<file path="config.mk">
export PLATFORM = sky130hd
export DESIGN_NAME = bus_dma_ctrl
export DESIGN_NICKNAME = d
export VERILOG_FILES = /design/src/rtl/bus_dma_ctrl.sv
export SDC_FILE = /design/constraint.sdc
export NUM_CORES = 1
export LEC_CHECK = 0
export CAP_MARGIN = 5
export CORE_UTILIZATION = 35
export CTS_CLUSTER_DIAMETER = 60
export DETAILED_ROUTE_END_ITERATION = 10
export GPL_TIMING_DRIVEN = 0
export PLACE_DENSITY = 0.69
export SYNTH_ARGS = -nofsm -noshare
export SYNTH_HDL_FRONTEND = slang
export SYNTH_SLANG_ARGS = --single-unit
</file>
<file path="constraint.sdc">
create_clock -name clk -period 2.3 [get_ports clk]
set_input_delay 0.46 -clock clk [delete_from_list [all_inputs] [get_ports clk]]
set_output_delay 0.46 -clock clk [all_outputs]
set_load 0.02 [all_outputs]
</file>
<file path="src/rtl/bus_dma_ctrl.sv">
// bus_dma_ctrl
// Single-channel word-copy DMA controller for the shared system bus.
// The CPU programs SRC, DST and LEN through the slave port and then writes a start.
// The controller copies LEN words from SRC to DST through the master port.
// Each word is one read followed by one write.
// The bus is released for one cycle between words so that other masters can win arbitration.
// When the last word has been written, done is set, and irq follows if it is enabled.
//
// Ports
//   clk, reset           system clock, synchronous active-low reset
//   s_cs_, s_as_, s_rw   slave select/strobe (active-low) and direction (1 = read)
//   s_addr               register select: 0 CTRL, 1 SRC, 2 DST, 3 LEN
//   s_wr_data            slave write data
//   s_rd_data, s_rdy_    slave read data and one-cycle ready pulse (active-low)
//   m_req_, m_grnt_      arbiter request/grant (active-low)
//   m_addr, m_as_, m_rw  master word address, strobe (active-low), direction
//   m_wr_data            master write data
//   m_rd_data, m_rdy_    master read data and ready (active-low)
//   irq                  level interrupt, done & irq_en, registered

module bus_dma_ctrl (
    input  logic        clk,
    input  logic        reset,
    input  logic        s_cs_,
    input  logic        s_as_,
    input  logic        s_rw,
    input  logic [1:0]  s_addr,
    input  logic [31:0] s_wr_data,
    output logic [31:0] s_rd_data,
    output logic        s_rdy_,
    output logic        m_req_,
    input  logic        m_grnt_,
    output logic [29:0] m_addr,
    output logic        m_as_,
    output logic        m_rw,
    output logic [31:0] m_wr_data,
    input  logic [31:0] m_rd_data,
    input  logic        m_rdy_,
    output logic        irq
);

    typedef enum logic [2:0] {
        IDLE,
        REQ,
        READ,
        WRITE,
        NEXT
    } state_e;

    state_e      state_q, state_d;
    logic [29:0] src_q, src_d;
    logic [29:0] dst_q, dst_d;
    logic [15:0] len_q, len_d;
    logic        irqEn_q, irqEn_d;
    logic        done_q, done_d;
    logic        irq_q, irq_d;
    logic [31:0] buf_q, buf_d;
    logic [31:0] sRdData_q, sRdData_d;
    logic        sRdyN_q, sRdyN_d;

    logic        busy;
    logic        slvAccept;
    logic        unusedWrBits;

    // No register is wider than 30 bits, so the top two bits of write data are ignored.
    assign unusedWrBits = &{1'b0, s_wr_data[31:30]};

    // Next-state logic for the register file, the slave handshake and the copy FSM.
    // Slave accesses are decoded first.
    // The FSM comes afterwards, so that completion of the last word has priority when it sets done.
    always_comb begin
        state_d   = state_q;
        src_d     = src_q;
        dst_d     = dst_q;
        len_d     = len_q;
        irqEn_d   = irqEn_q;
        done_d    = done_q;
        buf_d     = buf_q;
        sRdData_d = '0;

        busy      = (state_q != IDLE);

        // A strobe is not accepted while its own ready pulse is being returned.
        // This keeps s_rdy_ low for exactly one cycle, even if the strobe is held.
        slvAccept = !s_cs_ && !s_as_ && sRdyN_q;
        sRdyN_d   = !slvAccept;

        if (slvAccept && s_rw) begin
            case (s_addr)
                2'd0:    sRdData_d = {29'd0, done_q, irqEn_q, busy};
                2'd1:    sRdData_d = {2'b00, src_q};
                2'd2:    sRdData_d = {2'b00, dst_q};
                default: sRdData_d = {16'd0, len_q};
            endcase
        end

        // While a copy is in progress, only irq_en may change.
        // A start with a zero length completes at once, without touching the bus.
        if (slvAccept && !s_rw) begin
            case (s_addr)
                2'd0: begin
                    done_d  = 1'b0;
                    irqEn_d = s_wr_data[1];
                    if (s_wr_data[0] && !busy) begin
                        if (len_q == 16'd0) begin
                            done_d = 1'b1;
                        end else begin
                            state_d = REQ;
                        end
                    end
                end
                2'd1: if (!busy) src_d = s_wr_data[29:0];
                2'd2: if (!busy) dst_d = s_wr_data[29:0];
                default: if (!busy) len_d = s_wr_data[15:0];
            endcase
        end

        case (state_q)
            REQ: begin
                if (!m_grnt_) state_d = READ;
            end
            READ: begin
                if (!m_rdy_) begin
                    buf_d   = m_rd_data;
                    state_d = WRITE;
                end
            end
            WRITE: begin
                if (!m_rdy_) state_d = NEXT;
            end
            NEXT: begin
                src_d = src_q + 30'd1;
                dst_d = dst_q + 30'd1;
                if (len_q != 16'd0) len_d = len_q - 16'd1;
                if (len_q <= 16'd1) begin
                    state_d = IDLE;
                    done_d  = 1'b1;
                end else begin
                    state_d = REQ;
                end
            end
            default: ;
        endcase

        irq_d = done_q & irqEn_q;
    end

    // The master bus outputs are decoded from the registered state alone.
    // They therefore stay stable for the whole of each access.
    always_comb begin
        m_req_    = 1'b1;
        m_as_     = 1'b1;
        m_rw      = 1'b1;
        m_addr    = '0;
        m_wr_data = '0;
        case (state_q)
            REQ: begin
                m_req_ = 1'b0;
            end
            READ: begin
                m_req_ = 1'b0;
                m_as_  = 1'b0;
                m_addr = src_q;
            end
            WRITE: begin
                m_req_    = 1'b0;
                m_as_     = 1'b0;
                m_rw      = 1'b0;
                m_addr    = dst_q;
                m_wr_data = buf_q;
            end
            default: ;
        endcase
    end

    // State register.
    // Reset abandons any partial word and returns every register to zero.
    always_ff @(posedge clk) begin
        if (!reset) begin
            state_q   <= IDLE;
            src_q     <= '0;
            dst_q     <= '0;
            len_q     <= '0;
            irqEn_q   <= 1'b0;
            done_q    <= 1'b0;
            irq_q     <= 1'b0;
            buf_q     <= '0;
            sRdData_q <= '0;
            sRdyN_q   <= 1'b1;
        end else begin
            state_q   <= state_d;
            src_q     <= src_d;
            dst_q     <= dst_d;
            len_q     <= len_d;
            irqEn_q   <= irqEn_d;
            done_q    <= done_d;
            irq_q     <= irq_d;
            buf_q     <= buf_d;
            sRdData_q <= sRdData_d;
            sRdyN_q   <= sRdyN_d;
        end
    end

    assign s_rd_data = sRdData_q;
    assign s_rdy_    = sRdyN_q;
    assign irq       = irq_q;

endmodule

</file>
==> After elaboration in Yosys (flattened, before gate mapping) <==
Cells that the tools add are included.
{ "op_classes": {"addsub": 3, "magnitude_cmp": 1, "n_eq_ne": 7, "n_mux": 33, "bitwise_logic": 2, "n_reduce_logical": 25} }
{ "ops": {"columns": ["cell", "n"], "rows": [
  ["30-bit 2-to-1 mux", 7],
  ["30-bit case mux with 3 select lines", 1],
  ["16-bit 2-to-1 mux", 5],
  ["30-bit by 1-bit adder with 30-bit output, second input constant", 2],
  ["30-bit case mux with 2 select lines", 1],
  ["32-bit 2-to-1 mux", 1],
  ["3-bit 2-to-1 mux", 7],
  ["16-bit by 1-bit <= comparator with 1-bit output, second input constant", 1],
  ["16-bit logical NOT", 1],
  ["16-bit nonzero test", 1],
  ["16-bit by 1-bit subtractor with 16-bit output, second input constant", 1],
  ["3-bit case mux with 4 select lines", 1],
  ["1-bit 2-to-1 mux", 10],
  ["3-bit by 2-bit == test with 1-bit output, second input constant", 2],
  ["2-bit AND reduction", 3],
  ["3-bit AND reduction", 2],
  ["2-bit nonzero test", 3],
  ["3-bit OR reduction", 2],
  ["1-bit logical AND", 5],
  ["1-bit logical NOT", 5],
  ["3-bit by 1-bit == test with 1-bit output, second input constant", 1],
  ["3-bit == test, second input constant", 1],
  ["3-bit nonzero test", 1],
  ["2-bit by 1-bit == test with 1-bit output, second input constant", 1],
  ["other kinds (6)", 6]
]} }
{ "word_totals": {"regBits": 147, "inputBits": 73, "out_inout_bits": 99} }

==> Logic depth before layout (Yosys ltp) <==
Gate-level depths: netlist (run 1).
{ "depth": {"word_depth": 8, "mapped_depth": 9, "depth_no_buf": 7} }

==> Worst setup path before layout (run 1) <==
No wires, ideal clock.
{ "synth_timing": {"path_type": "register to output", "start": "register state_q[0]", "end": "output port m_addr[12]", "arrival_ns": 1.858, "required_ns": 1.840, "setup_slack_ns": -0.018, "stages_incl_launch_ff": 6, "path_buffers": 3, "cell_sequence": "dfxtp_1 -> clkbuf_1 -> buf_1 -> buf_1 -> mux2i_1 -> nor2_1"} }
{ "synth_between": {"elab_chain_len": 2, "elab_cells_between_ends": 3} }
{ "synth_lines": {"columns": ["item", "line_no", "text"], "rows": [
  ["start: declaration", "50", "state_e state_q, state_d;"],
  ["start signal: assignment", "191", "state_q <= state_d;"],
  ["3-bit by 2-bit == test with 1-bit output", "156", "case (state_q)"],
  ["30-bit case mux with 2 select lines (*)", "156", null],
  ["end: declaration", "33", "output logic [29:0] m_addr,"]
]} }
Every way passes the cells marked *; elsewhere a longest branch is shown, timed or not.

==> Worst setup path in the final report (run 1) <==
{ "layout_timing": {"start": "register state_q[1]", "end": "output port m_addr[0]"} }
Same word-level chain as after synthesis.

==> results of run 1 <==
## logic make-up after synthesis
family          count (synthesis)  synth area share
flops                         145             0.368
mux                            49            0.0691
buf+inv                        98            0.0491
simple gates                  432             0.273
compound gates                276             0.229
fa+ha+maj                       5           0.00792
xor+xnor                        4           0.00444
other cells                     1          0.000475
## worst max-delay path by stage
| stage | startpoint | end | slack (ps) | cells after the start |
|---|---|---|---|---|
| after detailed placement | state_q[0]$_SDFF_PN0_ | m_addr[10] | -1050 | 6 |
| after global placement | state_q[0]$_SDFF_PN0_ | m_addr[10] | -1020 | 6 |
| after CTS | state_q[0]$_SDFF_PN0_ | m_addr[10] | -50 | 6 |
| after global routing | state_q[1]$_SDFF_PN0_ | m_wr_data[29] | -10 | 6 |
| after floorplan | s_as_ | len_q[12]$_SDFF_PN0_ | 70 | 7 |
| final | state_q[1]$_SDFF_PN0_ | m_addr[0] | 50 | 7 |
## cell type report
cell class	instances	area [um^2]
Inverter	13	48.8
Timing Repair Buffer	180	1550
Clock buffer	19	433
Buffer	78	493
Sequential cell	145	2910
Tap cell	280	350
Multi-Input combinational cell	768	4820
Fill cell	2125	11200
Clock inverter	13	186
## routing by layer
metal  global-route usage  vias to the layer above  routed length (um)
met2                0.427                      505               14300
li1                     -                     4118                   -
met5                    0                        -                   0
met3               0.0546                       82                3350
met1                0.349                     4272               12700
met4                0.117                        0                1010
## report_power, final
part / internal (mW) / leakage, nW / total (mW) / switching [mW]
registers: 2.53 / 1.17 / 2.57 / 0.0353
logic: 0.195 / 2.44 / 0.442 / 0.248
clock network: 1.82 / 0.290 / 2.98 / 1.17
total: 4.55 / 3.90 / 5.99 / 1.45
## registers in the layout, summed over array words and instances, names as in the netlist
name,cells
src_q,30
buf_q,32
state_q,3
s_rd_data,30
done_q,1
irqEn_q,1
dst_q,30
len_q,16
irq,1
s_rdy_,1
## timing repair
item / in CTS / in global routing
endpoints found under the setup margin: 183 / 130
buffers inserted: 7 / 6
gates resized for setup: 319 / 71
hold endpoints to repair: 0 / 0
gates cloned: 1 / 0
pin swaps: 6 / 4
## worst max-delay path: stages (launching register included)
cell and delay [ps]:
dfxtp_1 320, buf_6 130, inv_2 70, nor2_4 190
inv_2 110, buf_4 220, nor2_1 150, buf_4 170
## cell usage after synthesis (4+ instances only)
library cell and n:
nor2b_1 5, nor3b_1 5, and4_1 4, or3_1 13, a21oi_1 77, buf_1 11
dfxtp_1 145, buf_2 7, o211ai_1 9, nor2_1 105, inv_1 12, o31ai_1 5
nand3_1 34, a311oi_1 10, o21ai_0 49, a31oi_1 16, a22oi_1 31, or4_1 6
a211oi_1 15, clkbuf_1 64, a21o_1 4, o21a_1 11, ha_1 5, a221oi_1 4
and3_1 55, mux2_2 14, nor4_1 9, o22ai_1 9, nand4_1 19, a31o_2 4
nand2_1 125, mux2i_1 32, nor3_1 28
## through the flow
stage                     std cells   util  area (um^2)
after global routing           1496  0.492        10800
after global placement         1457  0.451         9910
after detailed placement       1457  0.451         9910
after CTS                      1492  0.485        10600
after floorplan                1011      -         7900
final                          1496  0.492        10800
==> impl_metrics.env, run 1 <==
export IMPL_drc_errors=13
export IMPL_critical_path_arrival_ps=1790
export IMPL_routed_wl_um=31400
export IMPL_holdPathStages=1
export IMPL_fin_skew_ps=7.42
export IMPL_grt_max_degree=17
export IMPL_synth_edf_count=0
export IMPL_power_density_nw_per_um2=555
export IMPL_end_kind="output port"
export IMPL_hold_violations=0
export IMPL_crit_required_ps=1840
export IMPL_cts_tree="done"
export IMPL_synth_ff_type="dfxtp_1"
export IMPL_drtAntennaViolNets=0
export IMPL_vias_per_cell=6.00
export IMPL_synth_largest_area_cell="dfxtp_1"
export IMPL_netlist_area_um2=7900
export IMPL_dr_pass1_iters=9
export IMPL_grt_usage=0.267
export IMPL_die_x_um=152
export IMPL_totalPowerFinal_mw=5.99
export IMPL_ir_drop_v=0.000371
export IMPL_rrSetupSlack_ps=60
export IMPL_fp_dieArea_um2=23200
export IMPL_status="complete, but fails checks"
export IMPL_cts_htree_levels=4
export IMPL_rows=54
export IMPL_cap_violations=0
export IMPL_cts_made_buffers=17
export IMPL_grt_pass1_vias=8234
export IMPL_core_um2=22000
export IMPL_clk_pin_slew_ps=60
export IMPL_io_pins=172
export IMPL_yosysSeqAreaShare=0.368
export IMPL_critPathKind="reg2out"
export IMPL_synth_seq_cells=145
export IMPL_drtIter0Drc=1084
export IMPL_relSlewSlack=0.438
export IMPL_violations="DRC"
export IMPL_cts_root_buffer="clkbuf_16"
export IMPL_cts_num_sinks=145
export IMPL_clkLatencyLatePin_ps=430
export IMPL_final_nets=1281
export IMPL_tightest_slew_ps=835
export IMPL_diodes=0
export IMPL_holdCritPathClass="reg2reg"
export IMPL_fin_crit_ps=2250
export IMPL_synthCells=1010
export IMPL_drv_slew=0
export IMPL_place_congestion=1.00
export IMPL_holdWs_ps=443
export IMPL_cts_hold_buf=0
export IMPL_port_buffers=166
export IMPL_mostFrequentLayoutCells="dfxtp_1 (136), nand2_1 (124), clkdlybuf4s50_1 (101)"
export IMPL_ys_warn_count=0
export IMPL_rsz0062_at_grt="true"
export IMPL_timing_rr_start="src_q[1]$_SDFFE_PN0P_"
export IMPL_setup_viol=0
export IMPL_timing_setup_tns_ps=0
export IMPL_min_from="s_rdy_$_SDFF_PN1_"
export IMPL_via_count=8977
export IMPL_worst_r2r_endpoint="src_q[25]$_SDFFE_PN0P_"
export IMPL_fmax_mhz=444
export IMPL_holdPathEnd="s_rdy_$_SDFF_PN1_"
export IMPL_syn_to_final_growth_pct=36.8
export IMPL_netlist_area_leader_share=0.368
export IMPL_drive_above_1_share=0.189
export IMPL_initial_utilization=0.360
export IMPL_p_leak_nw=3.90
export IMPL_ys_async_sr_fraction=0
export IMPL_ys_types=71
export IMPL_place_ws_ps=-1050
export IMPL_chipHeight_um=152
export IMPL_wire_per_inst_um=21.0
export IMPL_avgSynthCellArea_um2=7.82
export IMPL_antenna_found_initial=0
export IMPL_grt_pass1_wl_um=47600
export IMPL_clockBufferDepth=2
export IMPL_synth_area_top_cells="dfxtp_1 (37%), nand2_1 (5.9%), nor2_1 (5.0%)"
export IMPL_final_common_cell="dfxtp_1"
export IMPL_cp_max_fo=10
export IMPL_reg2reg_depth=5
export IMPL_finalWorstSetupSlack_ps=50.1
export IMPL_period_share=0.978
export IMPL_dp_hpwl_um=22800
export IMPL_overflow=0
export IMPL_crit_path_start_kind="register"
Note: power is estimated with default switching activity, not from simulation.
==> run 2: changes to the inputs <==
Settings changed: GPL_TIMING_DRIVEN 0 to default, PLACE_DENSITY 0.69 to 0.67.
Clock period 2.3 ns to 2.7 ns, I/O delays scaled along.
==> impl_metrics.env, run 2 (synthesized netlist as in run 1, its figures left out) <==
export IMPL_port_buffers=167
export IMPL_fp_dieArea_um2=23200
export IMPL_final_common_cell="dfxtp_1"
export IMPL_place_congestion=0.974
export IMPL_dp_hpwl_um=19800
export IMPL_drc_errors=9
export IMPL_clkLatencyLatePin_ps=430
export IMPL_worst_path_buf_inv=2
export IMPL_crit_required_ps=2160
export IMPL_rsz0062_at_grt="false"
export IMPL_hold_violations=0
export IMPL_drive_above_1_share=0.113
export IMPL_wire_per_inst_um=19.0
export IMPL_drtIter0Drc=796
export IMPL_cts_hold_buf=0
export IMPL_clk_pin_slew_ps=60
export IMPL_setup_viol=0
export IMPL_drtAntennaViolNets=0
export IMPL_io_pins=172
export IMPL_fmax_mhz=383
export IMPL_cts_root_buffer="clkbuf_16"
export IMPL_overflow=0
export IMPL_relSlewSlack=0.446
export IMPL_critical_path_arrival_ps=2070
export IMPL_cts_made_buffers=17
export IMPL_antenna_found_initial=1
export IMPL_cts_htree_levels=4
export IMPL_holdCritPathClass="reg2reg"
export IMPL_core_um2=22000
export IMPL_initial_utilization=0.360
export IMPL_cp_max_fo=74
export IMPL_timing_setup_tns_ps=0
export IMPL_grt_usage=0.241
export IMPL_p_leak_nw=4.44
export IMPL_grt_pass1_wl_um=43900
export IMPL_grt_max_degree=75
export IMPL_grt_pass1_vias=7904
export IMPL_cts_tree="done"
export IMPL_drv_slew=0
export IMPL_via_count=8484
export IMPL_dpl_cell_count=1435
export IMPL_ir_drop_v=0.000391
export IMPL_fin_skew_ps=13.9
export IMPL_cpLargestDelayFamily="buffers and inverters"
export IMPL_status="complete, but fails checks"
export IMPL_power_density_nw_per_um2=470
export IMPL_tightest_slew_ps=823
export IMPL_vias_per_cell=5.78
export IMPL_clockBufferDepth=2
export IMPL_cap_violations=0
export IMPL_totalPowerFinal_mw=5.07
export IMPL_slowest_stage="clkdlybuf4s50_1"
export IMPL_chipHeight_um=152
export IMPL_critPathKind="reg2out"
export IMPL_crit_path_start_kind="register"
export IMPL_largest_register_ffs=32
export IMPL_fin_crit_ps=2610
export IMPL_mostFrequentLayoutCells="dfxtp_1 (144), nand2_1 (125), clkdlybuf4s50_1 (105)"
export IMPL_period_share=0.966
export IMPL_routed_wl_um=27900
export IMPL_syn_to_final_growth_pct=36.6
export IMPL_die_x_um=152
export IMPL_path_cells="buf_12, nor2_1, or2_2, clkdlybuf4s50_1"
export IMPL_violations="DRC"
export IMPL_rows=54
export IMPL_slowest_delay_ps=560
export IMPL_final_nets=1253
export IMPL_cts_num_sinks=145
export IMPL_dr_pass1_iters=10
export IMPL_regMostFlops="buf_q"
export IMPL_post_cts_setup_buffers=0
export IMPL_layoutNonFillerInstCount=1468
export IMPL_end_kind="output port"
[run 2: changes by cell type in the layout (fill, tap and decap cells not counted), sizes merged]
cell / previous run / this run
clkdlybuf4s15: 10 / 0
dlymetal6s2s: 0 / 30
buf: 87 / 63
clkinvlp: 4 / 1
clkdlybuf4s50: 101 / 105
inv: 14 / 13
dlygate4sd2: 3 / 32
diode: 0 / 1
clkbuf: 76 / 20
clkinv: 4 / 6
[run 2: layout make-up]
class	count	area [um^2]
Antenna cell	1	2.50
Fill cell	2144	11200
Clock inverter	11	161
Multi-Input combinational cell	768	4630
Tap cell	280	350
Clock buffer	20	457
Inverter	13	48.8
Timing Repair Buffer	230	2220
Sequential cell	145	2900
[run 2: metrics by stage]
stage                     area, um^2  setup slack, ps  utilization  hold WS [ps]
final                          10800             92.3        0.491           443
after global routing           10800             2.01        0.491           461
after CTS                      10700             7.38        0.488           442
after detailed placement       10100            -88.9        0.460           432
after global placement         10100            -87.5        0.460           426
after floorplan                 7900              302            -           432
[run 2: layer usage]
layer  track usage  up-vias  part of all wire
met5             0        -                 0
met1         0.322     4035              0.43
met4        0.0943        0             0.028
met2         0.383      356              0.46
met3        0.0458       47             0.077
li1              -     4046                 -
[run 2: worst paths after layout]
path,from,endpoint,slack [ps],cells after the start
hold / removal,s_rdy_$_SDFF_PN1_,s_rdy_$_SDFF_PN1_,440,1
hold reg to reg,s_rdy_$_SDFF_PN1_,s_rdy_$_SDFF_PN1_,440,1
setup reg to reg,len_q[0]$_SDFF_PN0_,len_q[2]$_SDFF_PN0_,320,7
setup / recovery,state_q[0]$_SDFF_PN0_,m_req_,90,4
[run 2: repair_timing]
item                       4_1_cts  5_1_grt
gates resized for setup         37       30
setup endpoints to repair       34       30
hold endpoints to repair         0        0
gates cloned                     1        0
[run 2: where the power goes]
part           internal (mW)  leakage (nW)  switching, mW
logic                  0.177          2.96          0.194
clock network           1.58         0.305          0.928
registers               2.16          1.17         0.0297
total                   3.92          4.44           1.15
